===== src/rtl/tensor_core_scheduler_if.sv =====
// Requester-side bundle of the tensor core scheduler.
// Both requesters share these vectors; bit i belongs to requester i.
interface tensor_core_scheduler_if #(
    parameter int OP_WIDTH = 2
);
    logic [1:0]               req_in;
    logic [1:0][OP_WIDTH-1:0] op_in;
    logic [1:0]               load_in;
    logic [1:0]               start_in;
    logic [1:0]               grant_out;
    logic [1:0]               done_out;

    modport master (
        output req_in, op_in, load_in, start_in,
        input  grant_out, done_out
    );

    modport slave (
        input  req_in, op_in, load_in, start_in,
        output grant_out, done_out
    );
endinterface


===== src/rtl/tensor_core_scheduler.sv =====
// Round-robin arbiter and run sequencer in front of small_tensor_core:
// gates operand loads, issues the start pulse and tracks the result element index.
module tensor_core_scheduler #(
    parameter int ELEMENTS = 9,
    parameter int OP_WIDTH = 2
) (
    input  logic                tensor_core_clock,
    input  logic                reset_in,
    tensor_core_scheduler_if.slave req_bus,
    output logic                busy_out,
    output logic                tensor_core_register_file_write_enable,
    output logic                should_start_tensor_core,
    output logic [OP_WIDTH-1:0] operation_select,
    output logic                result_valid_out,
    output logic [1:0]          result_row_out,
    output logic [1:0]          result_col_out
);
    localparam int IDX_W = ($clog2(ELEMENTS) < 2) ? 2 : $clog2(ELEMENTS);
    localparam logic [IDX_W-1:0] LAST_IDX = IDX_W'(ELEMENTS - 1);

    typedef enum logic [1:0] {IDLE, GRANTED, RUN} state_t;

    state_t              state_reg, state_next;
    logic [1:0]          grant_reg, grant_next;
    logic                last_reg, last_next;
    logic [OP_WIDTH-1:0] op_reg, op_next;
    logic                start_reg, start_next;
    logic                busy_reg, busy_next;
    logic                valid_reg, valid_next;
    logic [IDX_W-1:0]    idx_reg, idx_next;
    logic [1:0]          done_reg, done_next;
    logic [1:0]          row_reg, row_next;
    logic [1:0]          col_reg, col_next;
    logic [1:0]          load_gated;
    logic                g;

    // Only the granted requester's load strobe can reach the core.
    generate
        for (genvar gi = 0; gi < 2; gi++) begin : g_load_gate
            assign load_gated[gi] = grant_reg[gi] & req_bus.load_in[gi];
        end
    endgenerate

    assign g = grant_reg[1];

    always_ff @(posedge tensor_core_clock) begin
        if (reset_in) begin
            state_reg <= IDLE;
            grant_reg <= '0;
            last_reg  <= 1'b1;
            op_reg    <= '0;
            start_reg <= 1'b0;
            busy_reg  <= 1'b0;
            valid_reg <= 1'b0;
            idx_reg   <= '0;
            done_reg  <= '0;
            row_reg   <= '0;
            col_reg   <= '0;
        end else begin
            state_reg <= state_next;
            grant_reg <= grant_next;
            last_reg  <= last_next;
            op_reg    <= op_next;
            start_reg <= start_next;
            busy_reg  <= busy_next;
            valid_reg <= valid_next;
            idx_reg   <= idx_next;
            done_reg  <= done_next;
            row_reg   <= row_next;
            col_reg   <= col_next;
        end
    end

    always_comb begin
        state_next = state_reg;
        grant_next = grant_reg;
        last_next  = last_reg;
        op_next    = op_reg;
        start_next = 1'b0;
        busy_next  = busy_reg;
        valid_next = valid_reg;
        idx_next   = idx_reg;
        done_next  = '0;

        case (state_reg)
            IDLE: begin
                if (|req_bus.req_in) begin
                    state_next = GRANTED;
                    if (req_bus.req_in == 2'b11)
                        grant_next = last_reg ? 2'b01 : 2'b10;
                    else
                        grant_next = req_bus.req_in;
                end
            end
            GRANTED: begin
                if (!req_bus.req_in[g]) begin
                    grant_next = '0;
                    last_next  = g;
                    state_next = IDLE;
                end else if (req_bus.start_in[g] && !req_bus.load_in[g]) begin
                    op_next    = req_bus.op_in[g];
                    start_next = 1'b1;
                    busy_next  = 1'b1;
                    state_next = RUN;
                end
            end
            RUN: begin
                // First RUN cycle is the start-pulse cycle; the core's counter reads 0 after it.
                if (!valid_reg) begin
                    valid_next = 1'b1;
                    idx_next   = '0;
                end else if (idx_reg == LAST_IDX) begin
                    valid_next = 1'b0;
                    idx_next   = '0;
                    grant_next = '0;
                    busy_next  = 1'b0;
                    last_next  = g;
                    state_next = IDLE;
                end else begin
                    idx_next = idx_reg + 1'b1;
                end
            end
            default: state_next = IDLE;
        endcase

        if (valid_next && idx_next == LAST_IDX)
            done_next = grant_reg;
    end

    assign row_next = 2'(idx_next / IDX_W'(3));
    assign col_next = 2'(idx_next % IDX_W'(3));

    assign tensor_core_register_file_write_enable = (state_reg == GRANTED) && (|load_gated);
    assign req_bus.grant_out        = grant_reg;
    assign req_bus.done_out         = done_reg;
    assign busy_out                 = busy_reg;
    assign should_start_tensor_core = start_reg;
    assign operation_select         = op_reg;
    assign result_valid_out         = valid_reg;
    assign result_row_out           = row_reg;
    assign result_col_out           = col_reg;
endmodule

===== src/flat_wrapper.sv =====
// flat-port wrapper written by rule: the top's interface ports become plain ports
module tensor_core_scheduler_flat 
#(
    parameter int ELEMENTS = 9,
    parameter int OP_WIDTH = 2
)
  (tensor_core_clock, reset_in, busy_out, tensor_core_register_file_write_enable, should_start_tensor_core, operation_select, result_valid_out, result_row_out, result_col_out, req_bus_req_in, req_bus_op_in, req_bus_load_in, req_bus_start_in, req_bus_grant_out, req_bus_done_out);
  tensor_core_scheduler_if #(.OP_WIDTH(OP_WIDTH)) req_bus_i ();
  input  logic tensor_core_clock;
  input  logic reset_in;
  output logic busy_out;
  output logic tensor_core_register_file_write_enable;
  output logic should_start_tensor_core;
  output logic [OP_WIDTH-1:0] operation_select;
  output logic result_valid_out;
  output logic [1:0] result_row_out;
  output logic [1:0] result_col_out;
  input wire logic [$bits(req_bus_i.req_in)-1:0] req_bus_req_in;
  input wire logic [$bits(req_bus_i.op_in)-1:0] req_bus_op_in;
  input wire logic [$bits(req_bus_i.load_in)-1:0] req_bus_load_in;
  input wire logic [$bits(req_bus_i.start_in)-1:0] req_bus_start_in;
  output wire logic [$bits(req_bus_i.grant_out)-1:0] req_bus_grant_out;
  output wire logic [$bits(req_bus_i.done_out)-1:0] req_bus_done_out;
  assign req_bus_i.req_in = req_bus_req_in;
  assign req_bus_i.op_in = req_bus_op_in;
  assign req_bus_i.load_in = req_bus_load_in;
  assign req_bus_i.start_in = req_bus_start_in;
  assign req_bus_grant_out = req_bus_i.grant_out;
  assign req_bus_done_out = req_bus_i.done_out;
  tensor_core_scheduler #(.ELEMENTS(ELEMENTS), .OP_WIDTH(OP_WIDTH)) u_core (.tensor_core_clock(tensor_core_clock), .reset_in(reset_in), .req_bus(req_bus_i), .busy_out(busy_out), .tensor_core_register_file_write_enable(tensor_core_register_file_write_enable), .should_start_tensor_core(should_start_tensor_core), .operation_select(operation_select), .result_valid_out(result_valid_out), .result_row_out(result_row_out), .result_col_out(result_col_out));
endmodule

===== config.mk =====
export PLATFORM = sky130hd
export DESIGN_NAME = tensor_core_scheduler_flat
export DESIGN_NICKNAME = d
export VERILOG_FILES = /design/src/rtl/tensor_core_scheduler_if.sv /design/src/rtl/tensor_core_scheduler.sv /design/src/flat_wrapper.sv
export SDC_FILE = /design/constraint.sdc
export NUM_CORES = 1
export LEC_CHECK = 0
export CORE_MARGIN = 3
export CORE_UTILIZATION = 56
export CTS_BUF_LIST = sky130_fd_sc_hd__clkbuf_4
export DETAILED_ROUTE_END_ITERATION = 10
export GPL_ROUTABILITY_DRIVEN = 0
export PLACE_DENSITY = 0.9
export SLEW_MARGIN = 20
export SYNTH_ARGS = -nofsm -noshare
export SYNTH_HDL_FRONTEND = slang
export SYNTH_SLANG_ARGS = --single-unit

===== constraint.sdc =====
create_clock -name tensor_core_clock -period 9.5 [get_ports tensor_core_clock]
set_clock_uncertainty 0.2 [all_clocks]
set_input_delay 2.85 -clock tensor_core_clock [delete_from_list [all_inputs] [get_ports tensor_core_clock]]
set_output_delay 2.85 -clock tensor_core_clock [all_outputs]
set_load 0.05 [all_outputs]

==> results.sh <==
export IMPL_setup_viol=0
export IMPL_worst_path_buf_inv=2
export IMPL_layout_commonest_cell="clkdlybuf4s50_1"
export IMPL_htreeDepth=1
export IMPL_coreArea_um2=1980
export IMPL_post_cts_resized=0
export IMPL_vias=1018
export IMPL_rsz0062_at_grt="no"
export IMPL_insertion_delay_ns=0.31
export IMPL_worst_slew_pin_slew_ns=0.682
export IMPL_cp_top_family="buffers and inverters"
export IMPL_holdWs_ns=0.307
export IMPL_drt_vias_per_instance=5.44
export IMPL_ys_seq_area_frac=0.336
export IMPL_outcome="complete, no violations"
export IMPL_numClockSinks=20
export IMPL_place_area_um2=1420
export IMPL_holdBufCountCts=0
export IMPL_max_stage_delay_ns=0.82
export IMPL_grt_use_total=0.204
export IMPL_finalNetCount=182
export IMPL_rrSetupSlack_ns=5.69
export IMPL_holdCritStartpoint="u_core.req_bus.grant_out[0]"
export IMPL_p_total_mw=0.180
export IMPL_yosysWarnings=0
export IMPL_io_buffers=25
export IMPL_num_io_pins=26
export IMPL_rows=16
export IMPL_num_antenna_cells=0
export IMPL_powerDensity_nw_per_um2=124
export IMPL_die_x_um=52.1
export IMPL_cts_tree="yes"
export IMPL_setup_tns_ns=0
export IMPL_clock_fmax_mhz=135
export IMPL_final_cell_area_um2=1450
export IMPL_clock_path_buffers=2
export IMPL_grt_max_degree=20
export IMPL_drtAntennaViolNets=0
export IMPL_cp_start_kind="input pin"
export IMPL_critPathCaptureType="primary output"
export IMPL_root_buffer="clkbuf_4"
export IMPL_period_needed_ns=7.42
export IMPL_largest_register_ffs=4
export IMPL_grt_pass1_wl_um=4060
export IMPL_drt_total_wl_um=2450
export IMPL_n_fill_cell=154
export IMPL_initial_core_util=0.600
export IMPL_cp_slowest_cell="clkdlybuf4s50_1"
export IMPL_place_inst=183
export IMPL_worstHoldEndpoint="u_core.req_bus.grant_out[0]"
export IMPL_grt_overflow=0
export IMPL_hold_path_depth=2
export IMPL_finalMaxSlewViolations=0
export IMPL_mappedNetlistArea_um2=1190
export IMPL_worstPathRequired_ns=6.45
export IMPL_critPathMaxFanout=2
export IMPL_grt_pass1_vias=991
export IMPL_first_iter_violations=19
export IMPL_ir_worst_vdd_mv=0.129
export IMPL_path_cells="clkdlybuf4s50_1 -> a22oi_1 -> nor2b_1 -> clkdlybuf4s50_1"
export IMPL_stdcell_count=187
export IMPL_worst_r2r_path_depth=18
export IMPL_avgSynthCellArea_um2=8.62
export IMPL_dieArea_um2=2710
export IMPL_syn_num_nets=159
export IMPL_drc=0
export IMPL_synth_distinct_cells=38
export IMPL_yosys_register_bits=20
export IMPL_dp_final_hpwl_um=1870
export IMPL_utilization=0.732
export IMPL_final_cell_mix="clkdlybuf4s50_1 (25), dfxtp_1 (20), nor2_1 (18), nand2_1 (12), a21oi_1 (11)"
export IMPL_clkTransAtPathRegs_ns=0.11
export IMPL_pre_cts_slack_ns=2.07
export IMPL_r2r_end="u_core.result_col_out[0]"
export IMPL_finalCritPeriodShare=0.781
export IMPL_firstDrtPassIters=4
export IMPL_netlist_instances=138
export IMPL_timing_rr_start="u_core.state_reg[0]"
export IMPL_crit_top_cell="clkdlybuf4s50_1"
export IMPL_antenna_found_initial=0
export IMPL_worst_slack_ns=2.08
export IMPL_postCtsSetupRepairBufs=0
export IMPL_path_class="in -> out"
export IMPL_die_h_um=52.1
export IMPL_hp_class="reg -> reg"
export IMPL_slew_headroom=0.544
export IMPL_wl_per_cell_um=13.1
export IMPL_drive_gt1_frac=0.0563
export IMPL_area_growth_pct=21.9
export IMPL_crit_arrival_ns=4.37
export IMPL_cts_buffers=3
export IMPL_hold_viol=0
export IMPL_p_leak_nw=0.558
export IMPL_cap_violations=0
[cell type report]
type | count | area [µm²] | share of cell area
inverter | 10 | 37.5 | 0.0259
timing repair buffer | 25 | 250 | 0.173
clock buffer | 3 | 22.5 | 0.0155
multi-input combinational | 101 | 702 | 0.484
sequential | 20 | 400 | 0.276
clock inverter | 1 | 3.75 | 0.00259
tap | 27 | 33.8 | 0.0233
[worst reg2reg max path, delay by kind of cell, from the launching register on]
family	cells	cell delay, ns
adder cells (fa/ha/maj)	4	0.96
AO/OA/AOI/OAI	4	1.13
flip-flops	1	0.36
buffers and inverters	5	0.50
AND/OR/NAND/NOR	4	0.25
multiplexers	1	0.33
[synthesized netlist by cell type, drive strengths merged]
cell type,instances,share of area
nor2b,5,0.026
nor2,18,0.057
nand3,3,0.013
and4b,2,0.017
a21bo,2,0.017
xor2,1,0.0074
nand4,1,0.0053
o22ai,1,0.0053
nand4b,1,0.0074
and3,1,0.0053
clkbuf,2,0.0063
a32oi,1,0.0074
a41oi,1,0.0074
buf,5,0.036
nand2b,5,0.026
a311oi,1,0.013
mux2,2,0.022
a22oi,2,0.017
nand2,13,0.043
mux2i,6,0.050
a211oi,2,0.013
nor3,1,0.0084
a21oi,11,0.046
and3b,1,0.0074
inv,10,0.032
ha,9,0.095
xnor2,2,0.015
o21ai,3,0.013
nand3b,2,0.013
o32ai,1,0.0074
or4b,1,0.0084
dfxtp,20,0.34
a2111o,2,0.019
[logic make-up after synthesis]
group	Yosys count	synth area share
AO/OA/AOI/OAI	27	0.164
XOR/XNOR	3	0.0221
adder cells (fa/ha/maj)	9	0.0946
buffers and inverters	17	0.0736
flip-flops	20	0.336
multiplexers	8	0.0726
AND/OR/NAND/NOR	54	0.237
[report_power, final]
group	leakage, nW	switching [mW]	internal [mW]
logic	0.380	0.0256	0.0186
clock network	0.0154	0.0275	0.0154
registers	0.162	0.00499	0.0881
[layer usage]
layer / vias up / track usage / part of all wire
li1: 520 / - / -
met1: 463 / 0.223 / 0.43
met2: 32 / 0.370 / 0.52
met3: 3 / 0.0602 / 0.046
met4: 0 / 0.0655 / 0.0098
met5: - / 0 / 0
[how the worst max path moves through the flow]
stage / from / endpoint / slack, ns / cells past startpoint
6_report: req_bus_load_in[0] / tensor_core_register_file_write_enable / 2.08 / 4
5_1_grt: req_bus_load_in[0] / tensor_core_register_file_write_enable / 2.02 / 4
4_1_cts: req_bus_load_in[0] / tensor_core_register_file_write_enable / 2.07 / 4
3_5_place_dp: req_bus_load_in[0] / tensor_core_register_file_write_enable / 2.07 / 4
3_3_place_gp: req_bus_load_in[0] / tensor_core_register_file_write_enable / 2.12 / 4
2_1_floorplan: req_bus_load_in[0] / tensor_core_register_file_write_enable / 2.80 / 2
No activity file was read; power rests on OpenSTA's default activity.
